`src/rtl/aurora_pkg.sv`:
```
// Shared encodings for the Aurora stream controller and its frame generator.
package aurora_pkg;

   // TX source selection, matches the ctrl_mode input encoding
   typedef enum logic [1:0] {
      MODE_USER = 2'b00,
      MODE_LOOP = 2'b01,
      MODE_GEN  = 2'b10,
      MODE_OFF  = 2'b11
   } mode_e;

   // Frame generator states
   typedef enum logic [1:0] {
      GEN_IDLE = 2'b00,
      GEN_SEND = 2'b01,
      GEN_GAP  = 2'b10
   } gen_state_e;

endpackage

```
`src/rtl/axis_frame_gen.sv`:
```
// Programmable AXI-Stream frame generator: frames of len words counting up
// from base, separated by a programmable idle gap.
//
// state    | meaning
// ---------+---------------------------------------------------------------
// GEN_IDLE | waiting for enable with a non-zero length; latches len/base/period
// GEN_SEND | presenting base+i, held stable until the handshake
// GEN_GAP  | idle for max(period,1) cycles after the last word
module axis_frame_gen
   import aurora_pkg::*;
#(
   parameter int DATA_WIDTH   = 32,
   parameter int LEN_WIDTH    = 8,
   parameter int PERIOD_WIDTH = 16
) (
   input  logic                    i_clk,
   input  logic                    i_rst_n,
   input  logic                    i_en,
   input  logic [LEN_WIDTH-1:0]    i_len,
   input  logic [PERIOD_WIDTH-1:0] i_period,
   input  logic [DATA_WIDTH-1:0]   i_base,
   input  logic                    i_tready,
   output logic                    o_tvalid,
   output logic [DATA_WIDTH-1:0]   o_tdata,
   output logic                    o_tlast
);

   gen_state_e              r_state;
   logic                    r_valid;
   logic                    r_last;
   logic [DATA_WIDTH-1:0]   r_data;
   logic [LEN_WIDTH-1:0]    r_len;
   logic [LEN_WIDTH-1:0]    r_idx;
   logic [PERIOD_WIDTH-1:0] r_period;
   logic [PERIOD_WIDTH-1:0] r_gap;
   logic [LEN_WIDTH-1:0]    w_idx_nxt;

   assign w_idx_nxt = r_idx + LEN_WIDTH'(1);

   // Generator FSM; data and last are precomputed so outputs come straight from flops
   always_ff @(posedge i_clk or negedge i_rst_n) begin
      if (!i_rst_n) begin
         r_state  <= GEN_IDLE;
         r_valid  <= 1'b0;
         r_last   <= 1'b0;
         r_data   <= '0;
         r_len    <= '0;
         r_idx    <= '0;
         r_period <= '0;
         r_gap    <= '0;
      end else begin
         case (r_state)
            GEN_IDLE: begin
               if (i_en && (i_len != '0)) begin
                  r_len    <= i_len;
                  r_period <= i_period;
                  r_data   <= i_base;
                  r_idx    <= '0;
                  r_last   <= (i_len == LEN_WIDTH'(1));
                  r_valid  <= 1'b1;
                  r_state  <= GEN_SEND;
               end
            end
            GEN_SEND: begin
               if (i_tready) begin
                  if (r_last) begin
                     r_valid <= 1'b0;
                     r_last  <= 1'b0;
                     r_gap   <= r_period;
                     r_state <= GEN_GAP;
                  end else begin
                     r_data <= r_data + DATA_WIDTH'(1);
                     r_idx  <= w_idx_nxt;
                     r_last <= (w_idx_nxt == (r_len - LEN_WIDTH'(1)));
                  end
               end
            end
            GEN_GAP: begin
               // a zero period still costs one gap cycle
               if (r_gap <= PERIOD_WIDTH'(1)) begin
                  r_gap   <= '0;
                  r_state <= GEN_IDLE;
               end else begin
                  r_gap <= r_gap - PERIOD_WIDTH'(1);
               end
            end
            default: begin
               r_valid <= 1'b0;
               r_last  <= 1'b0;
               r_state <= GEN_IDLE;
            end
         endcase
      end
   end

   assign o_tvalid = r_valid;
   assign o_tdata  = r_data;
   assign o_tlast  = r_last;

endmodule

```
`src/rtl/aurora_stream_ctrl.sv`:
```
// Aurora user-interface stream controller: RX frame statistics and a
// frame-boundary-safe TX arbiter between user, loopback and generator sources.
module aurora_stream_ctrl
   import aurora_pkg::*;
#(
   parameter int DATA_WIDTH   = 32,
   parameter int CNT_WIDTH    = 16,
   parameter int LEN_WIDTH    = 8,
   parameter int PERIOD_WIDTH = 16
) (
   input  logic                    m_axis_aclk,
   input  logic                    m_axis_aresetn,
   input  logic                    rx_tvalid,
   input  logic [DATA_WIDTH-1:0]   rx_tdata,
   input  logic                    rx_tlast,
   input  logic                    lb_tvalid,
   input  logic [DATA_WIDTH-1:0]   lb_tdata,
   input  logic                    lb_tlast,
   output logic                    lb_tready,
   input  logic                    usr_tvalid,
   input  logic [DATA_WIDTH-1:0]   usr_tdata,
   input  logic                    usr_tlast,
   output logic                    usr_tready,
   output logic                    tx_tvalid,
   output logic [DATA_WIDTH-1:0]   tx_tdata,
   output logic                    tx_tlast,
   input  logic                    tx_tready,
   input  logic [1:0]              ctrl_mode,
   input  logic [LEN_WIDTH-1:0]    ctrl_gen_len,
   input  logic [PERIOD_WIDTH-1:0] ctrl_gen_period,
   input  logic [DATA_WIDTH-1:0]   ctrl_gen_base,
   output logic [CNT_WIDTH-1:0]    stat_rx_words,
   output logic                    stat_rx_words_rdy,
   output logic [CNT_WIDTH-1:0]    stat_rx_frames,
   output logic [CNT_WIDTH-1:0]    stat_tx_frames,
   output logic                    rx_last_pulse
);

   localparam logic [CNT_WIDTH-1:0] CNT_MAX = '1;
   localparam logic [CNT_WIDTH-1:0] CNT_ONE = CNT_WIDTH'(1);

   mode_e                  r_active;
   logic                   r_frame_open;
   logic [CNT_WIDTH-1:0]   r_rx_words;
   logic [CNT_WIDTH-1:0]   r_rx_frames;
   logic [CNT_WIDTH-1:0]   r_tx_frames;
   logic                   r_rx_rdy;
   logic                   r_rx_first;
   logic                   r_rx_last_pulse;

   logic                   w_tx_hs;
   logic                   w_tx_close;
   logic                   w_open_nxt;
   logic                   w_gen_en;
   logic                   w_gen_tready;
   logic                   w_gen_tvalid;
   logic [DATA_WIDTH-1:0]  w_gen_tdata;
   logic                   w_gen_tlast;
   logic                   w_unused_rx_tdata;

   // RX data is only observed, never forwarded
   assign w_unused_rx_tdata = ^rx_tdata;

   assign w_tx_hs    = tx_tvalid & tx_tready;
   assign w_tx_close = w_tx_hs & tx_tlast;
   assign w_open_nxt = w_tx_close ? 1'b0 : (r_frame_open | w_tx_hs);
   assign w_gen_en   = (r_active == MODE_GEN);

   // Track open TX frame; source may only change when the next cycle starts between frames
   always_ff @(posedge m_axis_aclk or negedge m_axis_aresetn) begin
      if (!m_axis_aresetn) begin
         r_frame_open <= 1'b0;
         r_active     <= MODE_OFF;
      end else begin
         r_frame_open <= w_open_nxt;
         if (!w_open_nxt) begin
            r_active <= mode_e'(ctrl_mode);
         end
      end
   end

   // Zero-latency TX mux; unselected sources see tready low
   always_comb begin
      tx_tvalid    = 1'b0;
      tx_tdata     = '0;
      tx_tlast     = 1'b0;
      usr_tready   = 1'b0;
      lb_tready    = 1'b0;
      w_gen_tready = 1'b0;
      case (r_active)
         MODE_USER: begin
            tx_tvalid  = usr_tvalid;
            tx_tdata   = usr_tdata;
            tx_tlast   = usr_tlast;
            usr_tready = tx_tready;
         end
         MODE_LOOP: begin
            tx_tvalid = lb_tvalid;
            tx_tdata  = lb_tdata;
            tx_tlast  = lb_tlast;
            lb_tready = tx_tready;
         end
         MODE_GEN: begin
            tx_tvalid    = w_gen_tvalid;
            tx_tdata     = w_gen_tdata;
            tx_tlast     = w_gen_tlast;
            w_gen_tready = tx_tready;
         end
         default: begin
            tx_tvalid = 1'b0;
         end
      endcase
   end

   axis_frame_gen #(
      .DATA_WIDTH   (DATA_WIDTH),
      .LEN_WIDTH    (LEN_WIDTH),
      .PERIOD_WIDTH (PERIOD_WIDTH)
   ) u_gen (
      .i_clk    (m_axis_aclk),
      .i_rst_n  (m_axis_aresetn),
      .i_en     (w_gen_en),
      .i_len    (ctrl_gen_len),
      .i_period (ctrl_gen_period),
      .i_base   (ctrl_gen_base),
      .i_tready (w_gen_tready),
      .o_tvalid (w_gen_tvalid),
      .o_tdata  (w_gen_tdata),
      .o_tlast  (w_gen_tlast)
   );

   // RX word/frame statistics and end-of-frame pulse, saturating counters
   always_ff @(posedge m_axis_aclk or negedge m_axis_aresetn) begin
      if (!m_axis_aresetn) begin
         r_rx_words      <= '0;
         r_rx_frames     <= '0;
         r_rx_rdy        <= 1'b0;
         r_rx_first      <= 1'b1;
         r_rx_last_pulse <= 1'b0;
      end else begin
         r_rx_last_pulse <= rx_tvalid & rx_tlast;
         if (rx_tvalid) begin
            if (r_rx_first) begin
               r_rx_words <= CNT_ONE;
            end else if (r_rx_words != CNT_MAX) begin
               r_rx_words <= r_rx_words + CNT_ONE;
            end
            r_rx_first <= rx_tlast;
            r_rx_rdy   <= rx_tlast;
            if (rx_tlast && (r_rx_frames != CNT_MAX)) begin
               r_rx_frames <= r_rx_frames + CNT_ONE;
            end
         end
      end
   end

   // Completed TX frames from any source, saturating
   always_ff @(posedge m_axis_aclk or negedge m_axis_aresetn) begin
      if (!m_axis_aresetn) begin
         r_tx_frames <= '0;
      end else if (w_tx_close && (r_tx_frames != CNT_MAX)) begin
         r_tx_frames <= r_tx_frames + CNT_ONE;
      end
   end

   assign stat_rx_words     = r_rx_words;
   assign stat_rx_words_rdy = r_rx_rdy & ~rx_tvalid;
   assign stat_rx_frames    = r_rx_frames;
   assign stat_tx_frames    = r_tx_frames;
   assign rx_last_pulse     = r_rx_last_pulse;

endmodule

```
`config.mk`:
```
export PLATFORM = sky130hd
export DESIGN_NAME = aurora_stream_ctrl
export DESIGN_NICKNAME = d
export VERILOG_FILES = /design/src/rtl/aurora_pkg.sv /design/src/rtl/axis_frame_gen.sv /design/src/rtl/aurora_stream_ctrl.sv
export SDC_FILE = /design/constraint.sdc
export NUM_CORES = 1
export LEC_CHECK = 0
export ABC_AREA = 1
export BUFFER_PORTS_ARGS = -buffer_cell sky130_fd_sc_hd__buf_2
export CAP_MARGIN = 20
export CELL_PAD_IN_SITES_DETAIL_PLACEMENT = 0
export CELL_PAD_IN_SITES_GLOBAL_PLACEMENT = 2
export CORE_UTILIZATION = 29
export CTS_CLUSTER_DIAMETER = 30
export CTS_CLUSTER_SIZE = 28
export DETAILED_ROUTE_END_ITERATION = 8
export HOLD_SLACK_MARGIN = 0.02
export PLACE_DENSITY = 0.79
export SLEW_MARGIN = 20
export SYNTH_ARGS = -nofsm -noshare
export SYNTH_HDL_FRONTEND = slang
export SYNTH_SLANG_ARGS = --single-unit
```
`constraint.sdc`:
```
create_clock -name m_axis_aclk -period 2 [get_ports m_axis_aclk]
set_input_delay 0.4 -clock m_axis_aclk [delete_from_list [all_inputs] [get_ports m_axis_aclk]]
set_output_delay 0.4 -clock m_axis_aclk [all_outputs]
set_load 0.02 [all_outputs]
```
# Word level (Yosys, flattened, before mapping)
# Index checks and enable logic that the tools add are counted.
[word_totals]
output_inout_bits = 86
wordCells = 96
regBits = 138
[classes]
n_reduce_logical = 17
bitwise_logic = 7
add_sub_neg = 7
n_lt_le_gt_ge = 1
eq_ne = 14
n_mux = 34
[op_table]
columns = ["op", "count"]
rows = [
  ["$mux W32", 3],
  ["$pmux W32 S3", 1],
  ["$mux W16", 5],
  ["$pmux W32 S2", 1],
  ["$add A16 B1 Y16 const B", 3],
  ["$ne A16 B16 Y1 const B", 3],
  ["$add A32 B1 Y32 const B", 1],
  ["$pmux W16 S2", 1],
  ["$mux W8", 3],
  ["$le A16 B1 Y1 const B", 1],
  ["$pmux W8 S2", 1],
  ["$sub A16 B1 Y16 const B", 1],
  ["$pmux W1 S3", 4],
  ["$reduce_and A4 Y1", 3],
  ["$mux W1", 10],
  ["$add A8 B1 Y8 const B", 1],
  ["$eq A8 B1 Y1 const B", 1],
  ["$eq A8 B8 Y1", 1],
  ["$mux W2", 4],
  ["$ne A2 B1 Y1 const B", 4],
  ["$reduce_bool A8 Y1", 1],
  ["$sub A8 B1 Y8 const B", 1],
  ["$pmux W2 S3", 1],
  ["$reduce_and A2 Y1", 3],
  ["other kinds (10)", 22],
]

# Longest topological paths before layout
# Gate-level depths: netlist of run 1.
[depth]
ltp_word = 5
mapped_depth = 15

# By module
# Synthesis of run 1 repeated with hierarchy kept, for this count alone.
[unflattened]
hier_cells = 1353
area_unflattened_um2 = 9201.3
[modules_own_cells]
columns = ["mod", "cells_per_inst", "n_inst", "area_each_um2", "seq_area_each_um2"]
rows = [
  ["axis_frame_gen", 746, 1, 5367.6, 2102.0],
  ["aurora_stream_ctrl", 607, 1, 3833.7, 1355.0],
]

# Worst setup path before layout of run 1
# No wires, ideal clock.
[synth_timing]
path_kind = "register to output"
start = "register r_active[1]"
end = "output port tx_tdata[12]"
path_slack_ps = 101
stages_incl_launch_ff = 6
t_arrival_ps = 1499
path_cell_list = "dfstp_2 -> buf_4 -> nand2_2 -> buf_2 -> buf_1 -> o211ai_1"
[synth_between]
elab_chain_len = 2
word_cells_on_any_way = 4
[synth_rtl]
columns = ["item", "line", "rtl"]
rows = [
  ["start, declared", "aurora_stream_ctrl.sv:42", "mode_e r_active;"],
  ["start signal, assigned", "aurora_stream_ctrl.sv:77", "r_active <= mode_e'(ctrl_mode);"],
  ["$eq A2 B2 Y1, or another cell as far along", "aurora_stream_ctrl.sv:90", "case (r_active)"],
  ["$pmux W32 S3 (*)", "aurora_stream_ctrl.sv:90", ""],
  ["end, declared", "aurora_stream_ctrl.sv:25", "output logic [DATA_WIDTH-1:0] tx_tdata,"],
]
# Mark *: on every way between the ends. The rest lies on a longest branch, timed or not.

# Worst setup path after layout of run 1
[layout_timing]
start = "register r_active[1]"
end = "output port tx_tlast"
[layout_between]
elab_chain_len = 2
word_cells_on_any_way = 4
[layout_rtl]
columns = ["item", "line", "rtl"]
rows = [
  ["$eq A2 B2 Y1, or another cell as far along", "aurora_stream_ctrl.sv:90", ""],
  ["$pmux W1 S3 (*)", "aurora_stream_ctrl.sv:90", ""],
  ["end, declared", "aurora_stream_ctrl.sv:26", "output logic tx_tlast,"],
]
# Marks and branches as above.

==> impl_results.md, run 1 <==
* Outcome: complete, but fails checks
* Failing checks: negative setup slack
* Root Buffer: clkbuf_16
* Initial antenna violation count at 5
* Iteration-0 DRC count of the detailed router at about 400
* Post-Syn Area at between 8000 and 9000 sq um
* Critical path cell sequence: buf_6 -> nor2_8 -> buf_4 -> buf_4 -> nand2_1 -> nand3_4 -> buf_6
* Final worst setup slack at -0.198 ns
* Max cap viols at 0
* Width of the die at 175 um
* # DRC at 0
* Chip height at 175 um
* Synthesis-to-finish area growth at 33.8%
* Fin. Hold Viols at 0
* Placed Cells at 1,799
* Worst Hold Class: primary input to flop
* Final setup vio count at 35
* Worst flop-to-flop path startpoint: r_active[0]$_DFFE_PN1N_
* Synth cell types at 46
* CP endpoint kind: output pin
* Per-cell routed wire length at 15.4 um
* Total track usage at a little under a fifth
* H-Tree Depth at 4
* CTS tree: yes
* CP Launch Type: flop
* Share of cells above drive strength 1 at a little over a quarter
* Core Box Area at 29,100 sq um
* Worst Setup SP: r_active[1]$_DFFE_PN1N_
* Clock latency on the worst-skew pair at between 0.4 and 0.5 ns
* Slowest-stage cell, CP: dfstp_2
* Post-place instance area at 10,500 sq um
* Number of global-route vias before repair at around 8,700
* Syn Nets at roughly 1,400
* Crit path max fanout at 4
* Routed WL at 28.4 mm
* Rows at 62
* RSZ-0062 raised after global routing: yes
* Pwr Density at about 1200 nW/um^2
* Grt ovf at 0
* Pre-CTS setup slack at -0.0834 ns
* Seq/Total Area, Yosys at around 40%
* Fin crit period at about 2.2 ns
* Hold_ws at approximately 0.18 ns
* Synthesized netlist cell count at between 1,000 and 1,500
* WP data arrival at approximately 1.8 ns
* Final Skew at 0.0153 ns
* Leakage at between 5 and 6 nW
* Nets at around 1,600
* Largest net degree at the start of global routing at 47
* Final non-filler cell total at ~1,900
* Required @ worst endpoint at roughly 1.6 ns
* Worst-Margin Slew at 0.449 ns
* Io pins at approximately 250
* Vias per cell at 4.68
* Most common cell after layout, fill and taps aside: nand2_1
* Worst slew margin relative to its limit at between 70% and 80%
* Commonest non-fill, non-tap cells in the layout: nand2_1 (347), buf_2 (185), dfrtp_1 (135), inv_1 (104), nor2_1 (97)
* Syn Area/Cell at between 7 and 8 sq um
* Peak VDD IR at 0.463 mV
* TritonCTS Buffers at 17
* RePlAce Congestion at 0.866
* Clock Pin Slew Worst Setup and Hold Paths at roughly 0.07 ns
* Power Total at roughly 0.014 W
* Crit Path Class: flop to output pin
* Number of I/O port buffers at approximately 220
* Drt pass-1 iters at 5
* Hold_sp: ctrl_gen_period[13]
* Via count at 8,657
* Die area at 30,600 sq um
* Fmax at around 460 MHz
* Synth Register Bits at between 100 and 150
* Initial Utilization at about 30%
* YS warnings at 0
* Post-DP HPWL at about 21 mm
* Slowest stage delay, CP at about 0.57 ns
* Max Slew Vio Count at 0
* First-pass GRT wire length at approximately 46 mm
* Clock Sinks at 138
* Final Cell Area at 11,600 sq um
* Post-DRT Antenna Nets at 0
* Tcrit/Tclk final at 110%
* Maximum root-to-sink buffer count at 2
## kinds of logic after synthesis
group                    synth area share [%]
AND/OR/NAND/NOR                          31.9
AO/OA/AOI/OAI                            12.0
buffers and inverters                    7.30
flip-flops                               39.8
XOR/XNOR                                 5.85
multiplexers                             1.95
adder cells (fa/ha/maj)                  1.15
## Yosys cell counts (all sizes together)
cell / n / area [sq um]
nand2: 377 / 1440
dfrtp: 135 / 3380
inv: 113 / 434
nor2: 112 / 474
o21ai: 83 / 415
nand3: 82 / 460
xor2: 41 / 359
o211ai: 39 / 293
nor3: 32 / 185
a21oi: 25 / 125
buf: 24 / 144
nand4: 22 / 138
xnor2: 17 / 149
mux2: 15 / 169
clkbuf: 12 / 46.3
a22oi: 9 / 67.6
ha: 8 / 100
a31oi: 6 / 37.5
o22ai: 6 / 37.5
or2: 6 / 37.5
o31ai: 5 / 37.5
dfstp: 3 / 78.8
nor3b: 3 / 22.5
clkinv: 2 / 8.75
o21bai: 2 / 15.0
a2bb2oi: 1 / 8.76
nand3b: 1 / 7.51
o21a: 1 / 7.51
## path summary, 6_finish.rpt
path,to,slack [ns],depth (start not counted)
min in group asynchronous,stat_rx_words[1]$_DFFE_PN0P_,0.48,2
worst min register to register,u_gen.r_period[15]$_DFFE_PN0P_,0.49,1
max in group asynchronous,r_rx_first$_DFFE_PN1P_,0.88,3
worst min-delay path,u_gen.r_period[13]$_DFFE_PN0P_,0.18,2
worst max-delay path,tx_tlast,-0.20,7
worst max register to register,stat_tx_frames[9]$_DFFE_PN0P_,0.04,14
## report_power, final
group,switching (W),total (W),internal [W]
Sequential,0.000788,0.00431,0.00352
Combinational,0.00386,0.00648,0.00262
Clock,0.00148,0.00339,0.00191
## registers in the layout, indices dropped and copies added (netlist names), 2 cells and up
register        flops
u_gen.o_tdata      32
stat_rx_frames     16
stat_rx_words      16
stat_tx_frames     16
u_gen.r_gap        16
u_gen.r_period     16
u_gen.r_idx         8
u_gen.r_len         8
r_active            2
u_gen.r_state       2
## per-layer routing
metal | vias to the layer above | wire (um) | global-route usage (%)
li1 | 4437 | - | -
met1 | 3961 | 13000 | 24.3
met2 | 229 | 13400 | 32.2
met3 | 26 | 1500 | 3.76
met4 | 4 | 451 | 5.80
met5 | - | 27 | 0
## per-stage QoR
stage / utilization, % / TNS [ns]
floorplan: - / 0
global placement: 36.2 / -0.338
detailed placement: 36.2 / -0.257
CTS: 39.2 / -6.00
global route: 39.9 / -7.85
finish: 39.9 / -5.31
## critical path, delay by kind of cell, from the launching register on
kind          cells  cell delay (ns)
flops             1             0.57
buf+inv           4             0.54
simple gates      3             0.27
## area by class of cell
class                   instances  area, sq um
repair buffers                283         1860
repair inverters                1         7.51
inverters                     115          449
flip-flops and latches        138         3460
clock inverters                15          196
diodes                          3         7.51
multi-input cells             894         4720
clock buffers                  17          425
fillers                      3062        17500
well taps                     384          480
## repair_timing
item                                   4_1_cts  5_1_grt
pin swaps                                    3        8
resized for setup                           34       49
hold buffers                                 1        0
setup endpoints to repair                   41       50
gates cloned                                 2        2
endpoints found under the hold margin       37        0
buffers inserted                             8        5
No activity file was read; power rests on OpenSTA's default activity.
==> inputs of run 2 (changes only) <==
- CORE_MARGIN: default -> 10
- CTS_CLUSTER_DIAMETER: 30 -> default
==> impl_results.md, run 2 (same netlist as run 1, synthesis figures left out) <==
* Worst slew margin relative to its limit at between 70% and 80%
* Share of cells above drive strength 1 at 26.1%
* Vias per cell at 4.71
* Most common cell after layout, fill and taps aside: nand2_1
* Fin util at 38.8%
* Width of the die at just under 200 um
* Leakage at roughly 5.5 nW
* Outcome: complete, but fails checks
* Switching pwr at just under 0.006 W
* Drt pass-1 iters at 4
* CP endpoint kind: output pin
* Final worst setup slack at -0.178 ns
* DR top layer: met5
* Clock Sinks at approximately 140
* Maximum root-to-sink buffer count at 2
* Largest net degree at the start of global routing at 47
* Initial Utilization at between 20% and 30%
* Nets at 1,617
* Total track usage at ~16%
* RSZ-0062 raised after global routing: yes
* Final Cell Area at 11,500 sq um
* Commonest non-fill, non-tap cells in the layout: nand2_1 (361), buf_2 (181), dfrtp_1 (134), inv_1 (104), nor2_1 (97)
* Io pins at between 200 and 250
* Fmax at roughly 460 MHz
* Worst-Margin Slew at roughly 0.43 ns
* Power Total at between 0.01 and 0.015 W
* Max Slew Vio Count at 0
* Failing checks: negative setup slack
* Fin crit period at 2.18 ns
* Sw Share at 43.2%
* Combinational share of power at 46.5%
* Tcrit/Tclk final at 109%
* Sequential power share at between 30% and 40%
* Final non-filler cell total at around 1,800
* Per-cell routed wire length at ~16 um
* Die area at approximately 37,000 sq um
* Number of I/O port buffers at 216
* Fillcell total at approximately 3,200
* Initial antenna violation count at 3
* CTS tree: yes
* Fin. Hold Viols at 0
* Grt ovf at 0
* # DRC at 0
* Post-place instance area at between 10,000 and 15,000 sq um
* Internal power at just under 0.008 W
* Clock Pin Slew Worst Setup and Hold Paths at approximately 0.06 ns
* Iteration-0 DRC count of the detailed router at ~470
* CP Launch Type: flop
* Number of global-route vias before repair at 8,418
* Post-DP HPWL at ~23 mm
* Metal2 WL at roughly 13 mm
* Synthesis-to-finish area growth at 32.3%
* Final setup vio count at 32
* Peak VDD IR at 0.534 mV
* Max reg flops at 32
* H-Tree Depth at 4
* Crit path max fanout at 32
* Core Box Area at between 20,000 and 30,000 sq um
* Rows at 63
* Max cap viols at 0
* Via count at around 8,700
* Clock latency on the worst-skew pair at approximately 0.43 ns
* Multi-input gate area at about 4600 sq um
* WP data arrival at 1.78 ns
* Crit Path Class: flop to output pin
* Final Skew at around 0.010 ns
* Chip height at about 190 um
* Worst Hold Class: primary input to flop
* Pwr Density at about 1200 nW/um^2
* M1 wire length at between 10 and 15 mm
* Flip-flop and latch area at 3460 sq um
* RePlAce Congestion at ~0.84
* Root Buffer: clkbuf_16
* Clock share of power at between 20% and 30%
* First-pass GRT wire length at approximately 47 mm
* Required @ worst endpoint at 1.60 ns
* Routed WL at between 30 and 40 mm
* Post-DRT Antenna Nets at 0
* Placed Cells at 1,805
* Metal3 WL at ~2 mm
* Diode count at 0
* TritonCTS Buffers at 17
## run 2: final cells by class
class | count | area share (%)
timing repair inverter | 1 | 0.0654
clock inverter | 13 | 0.937
multi-input combinational | 893 | 40.3
timing repair buffer | 280 | 16.4
tap | 390 | 4.25
clock buffer | 19 | 3.95
sequential | 138 | 30.1
inverter | 115 | 3.91
## run 2: critical path, cell delays in order (launching register included)
cell	delay [ns]
dfstp_2	0.39
buf_4	0.14
nor2_4	0.15
buf_12	0.20
nand2_1	0.08
o211ai_1	0.16
buf_4	0.21
## run 2: metal layers
metal | up-vias | track usage [%]
li1 | 4419 | -
met1 | 4020 | 21.1
met2 | 234 | 25.0
met3 | 26 | 4.01
met4 | 6 | 4.05
met5 | - | 0
## run 2: final timing paths
check	start	to	slack, ns	cells past startpoint
worst min register to register	u_gen.r_period[15]$_DFFE_PN0P_	u_gen.r_period[15]$_DFFE_PN0P_	0.49	1
worst min-delay path	ctrl_gen_period[13]	u_gen.r_period[13]$_DFFE_PN0P_	0.18	2
max in group asynchronous	m_axis_aresetn	u_gen.r_gap[10]$_DFFE_PN0P_	0.90	3
min in group asynchronous	m_axis_aresetn	stat_rx_words[0]$_DFFE_PN0P_	0.47	2
worst max register to register	u_gen.o_tdata[8]$_DFFE_PN0P_	u_gen.o_tdata[31]$_DFFE_PN0P_	0.18	10
worst max-delay path	r_active[0]$_DFFE_PN1N_	tx_tdata[30]	-0.18	6
## run 2: through the flow
step | setup WS (ns) | TNS [ns] | hold WS [ns]
floorplan | 0.101 | 0 | 0.104
global placement | 0.0898 | 0 | 0.355
detailed placement | 0.0726 | 0 | 0.352
CTS | -0.199 | -5.19 | 0.159
global route | -0.221 | -5.64 | 0.170
finish | -0.178 | -3.27 | 0.179
## run 2: repair_timing
action / 4_1_cts / 5_1_grt
hold buffers: 1 / 0
pin swaps: 4 / 5
resized for setup: 36 / 27
endpoints found under the setup margin: 34 / 44
gates cloned: 2 / 2
buffers inserted: 7 / 1
endpoints found under the hold margin: 36 / 0
## run 2: power groups by stage
stage	combinational, W	sequential (W)	clock (W)
finish	0.00642	0.00431	0.00306
detailed placement	0.00573	0.00437	0
CTS	0.00638	0.00431	0.00316
global route	0.00712	0.00445	0.00329
floorplan	0.00366	0.00429	0
global placement	0.00570	0.00435	0
==> inputs of run 3 (changes only) <==
- SKIP_CTS_REPAIR_TIMING: default -> 1
==> impl_results.md, run 3 (same netlist as run 1, synthesis figures left out) <==
* Maximum root-to-sink buffer count at 2
* Synthesis-to-finish area growth at 31.4%
* Post-DRT Antenna Nets at 0
* Number of global-route vias before repair at around 8,300
* Clock latency on the worst-skew pair at between 0.4 and 0.5 ns
* Rows at between 60 and 70
* Slowest stage delay, CP at approximately 0.59 ns
* Routed WL at around 30 mm
* Fmax at 454 MHz
* Hold_ws at about 0.18 ns
* Peak VDD IR at ~0.53 mV
* Final setup vio count at 34
* Per-cell routed wire length at roughly 16 um
* R2R Setup Slk at 0.10 ns
* Worst r2r path cells at 12
* Power Total at 0.0136 W
* Max cap viols at 0
* Worst slew margin relative to its limit at 71.4%
* Largest net degree at the start of global routing at between 40 and 50
* Share of cells above drive strength 1 at 26.0%
* Fillcell total at between 3,000 and 4,000
* Levels on crit path at 4
* Commonest non-fill, non-tap cells in the layout: nand2_1 (359), buf_2 (181), dfrtp_1 (134), inv_1 (104), nor2_1 (96)
* Total track usage at between 15 and 20%
* H-Tree Depth at 4
* CTS tree: yes
* Diode count at 0
* Crit path max fanout at 28
* CP Launch Type: flop
* Chip height at between 150 and 200 um
* Vias per cell at about 4.7
* First-pass GRT wire length at 46.0 mm
* Width of the die at roughly 190 um
* Clock Pin Slew Worst Setup and Hold Paths at approximately 0.06 ns
* Max Slew Vio Count at 0
* Placed Cells at around 1,800
* # DRC at 0
* Final non-filler cell total at roughly 1,800
* Combinational share of power at a little under half
* Final worst setup slack at -0.201 ns
* Pwr Density at roughly 1200 nW/um^2
* Final Skew at about 0.009 ns
* TritonCTS Buffers at 17
* Tcrit/Tclk final at 110%
* Leakage at approximately 5.5 nW
* Iteration-0 DRC count of the detailed router at 500
* Fin crit period at 2.20 ns
* WP data arrival at between 1.5 and 2 ns
* R2R Path End: stat_tx_frames[9]$_DFFE_PN0P_
* Worst Hold Class: primary input to flop
* RePlAce Congestion at 0.837
* Sequential power share at between 30% and 40%
* Max reg flops at 32
* Critical path cell sequence: nand2_2 -> buf_12 -> o211ai_1 -> buf_4
* Worst Setup SP: r_active[1]$_DFFE_PN1N_
* Nets at between 1,500 and 2,000
* Worst Setup EP: tx_tdata[30]
* Required @ worst endpoint at around 1.6 ns
* Drt pass-1 iters at 5
* RSZ-0062 raised after global routing: yes
* Top Family by Delay on Critical Path: flip-flops
* Post-DP HPWL at roughly 23 mm
* Outcome: complete, but fails checks
* Die area at ~37,000 sq um
* Via count at between 8,000 and 9,000
* Crit Path Class: flop to output pin
* Io pins at 249
* Clock share of power at between 20 and 25%
* Initial antenna violation count at 3
* Grt ovf at 0
* Core Box Area at 29,600 sq um
* Initial Utilization at roughly 29%
* Switching pwr at 0.00589 W
* Worst-Margin Slew at 0.428 ns
* Setup TNS Final at -4.70 ns
* Internal power at between 0.007 and 0.008 W
* Fin. Hold Viols at 0
* Most common cell after layout, fill and taps aside: nand2_1
* Failing checks: negative setup slack
* Worst flop-to-flop path startpoint: r_active[0]$_DFFE_PN1N_
* Buf/Inv on CP at 2
* Clock Sinks at ~140
* Slowest-stage cell, CP: dfstp_2
* Root Buffer: clkbuf_16
* CP endpoint kind: output pin
* Sw Share at between 40% and 50%
* Number of I/O port buffers at 216
==> run 3: cell types whose count changed in the layout (fill, tap and decap cells not counted) <==
cell	delta
buf_12	-3
buf_16	-1
buf_4	+3
buf_6	-6
clkbuf_16	+1
nand2_1	-2
nand2_2	-3
nand2_4	+5
nor2_1	-1
nor2_2	+1
==> run 3: worst min path at each step <==
| stage | from | end | slack [ns] | depth (start not counted) |
|---|---|---|---|---|
| after CTS | m_axis_aresetn | stat_rx_words[0]$_DFFE_PN0P_ | -0.12 | 1 |
| after detailed placement | m_axis_aresetn | stat_rx_words[2]$_DFFE_PN0P_ | 0.35 | 1 |
| after global placement | m_axis_aresetn | stat_rx_words[0]$_DFFE_PN0P_ | 0.35 | 1 |
| after global routing | ctrl_gen_period[10] | u_gen.r_period[10]$_DFFE_PN0P_ | 0.17 | 2 |
| final | ctrl_gen_period[13] | u_gen.r_period[13]$_DFFE_PN0P_ | 0.18 | 2 |
| after floorplan | m_axis_aresetn | r_frame_open$_DFF_PN0_ | 0.10 | 0 |
==> run 3: worst register-to-register path, cell delays in order (launching register included) <==
cell	delay (ns)
dfstp_2	0.56
inv_4	0.06
nor2_8	0.19
buf_4	0.15
nand2_1	0.05
nand3_2	0.07
nand2_1	0.06
clkinv_2	0.07
nand3_4	0.12
inv_4	0.14
nand2_2	0.07
nor2_2	0.10
xor2_1	0.16
==> run 3: area by class of cell <==
class	count	area, sq um	area share (%)
multi-input cells	893	4660	40.9
flip-flops and latches	138	3460	30.3
repair buffers	274	1780	15.6
well taps	390	488	4.28
clock buffers	19	453	3.97
inverters	115	449	3.94
clock inverters	13	108	0.944
repair inverters	1	7.51	0.0658
==> run 3: routing by layer <==
metal,routed length [um],global-route usage [%],vias up,share of wire (%)
li1,-,-,4398,-
met1,14100,20.9,3996,47
met2,13400,24.3,240,45
met3,2150,4.05,23,7.2
met4,297,3.82,6,0.99
met5,26,0,-,0.087
==> run 3: power by group through the flow <==
stage | registers (W) | clock network [W] | logic [W]
2_1_floorplan | 0.00429 | 0 | 0.00366
3_3_place_gp | 0.00435 | 0 | 0.00570
3_5_place_dp | 0.00437 | 0 | 0.00573
4_1_cts | 0.00432 | 0.00316 | 0.00575
5_1_grt | 0.00445 | 0.00329 | 0.00688
6_report | 0.00431 | 0.00306 | 0.00618
==> run 3: per-stage QoR <==
stage | worst slack (ns) | utilization (%) | area (sq um)
after floorplan | 0.101 | - | 8680
after global placement | 0.0898 | 35.8 | 10600
after detailed placement | 0.0726 | 35.8 | 10600
after CTS | -0.287 | 37.7 | 11100
after global routing | -0.270 | 38.6 | 11400
final | -0.201 | 38.6 | 11400
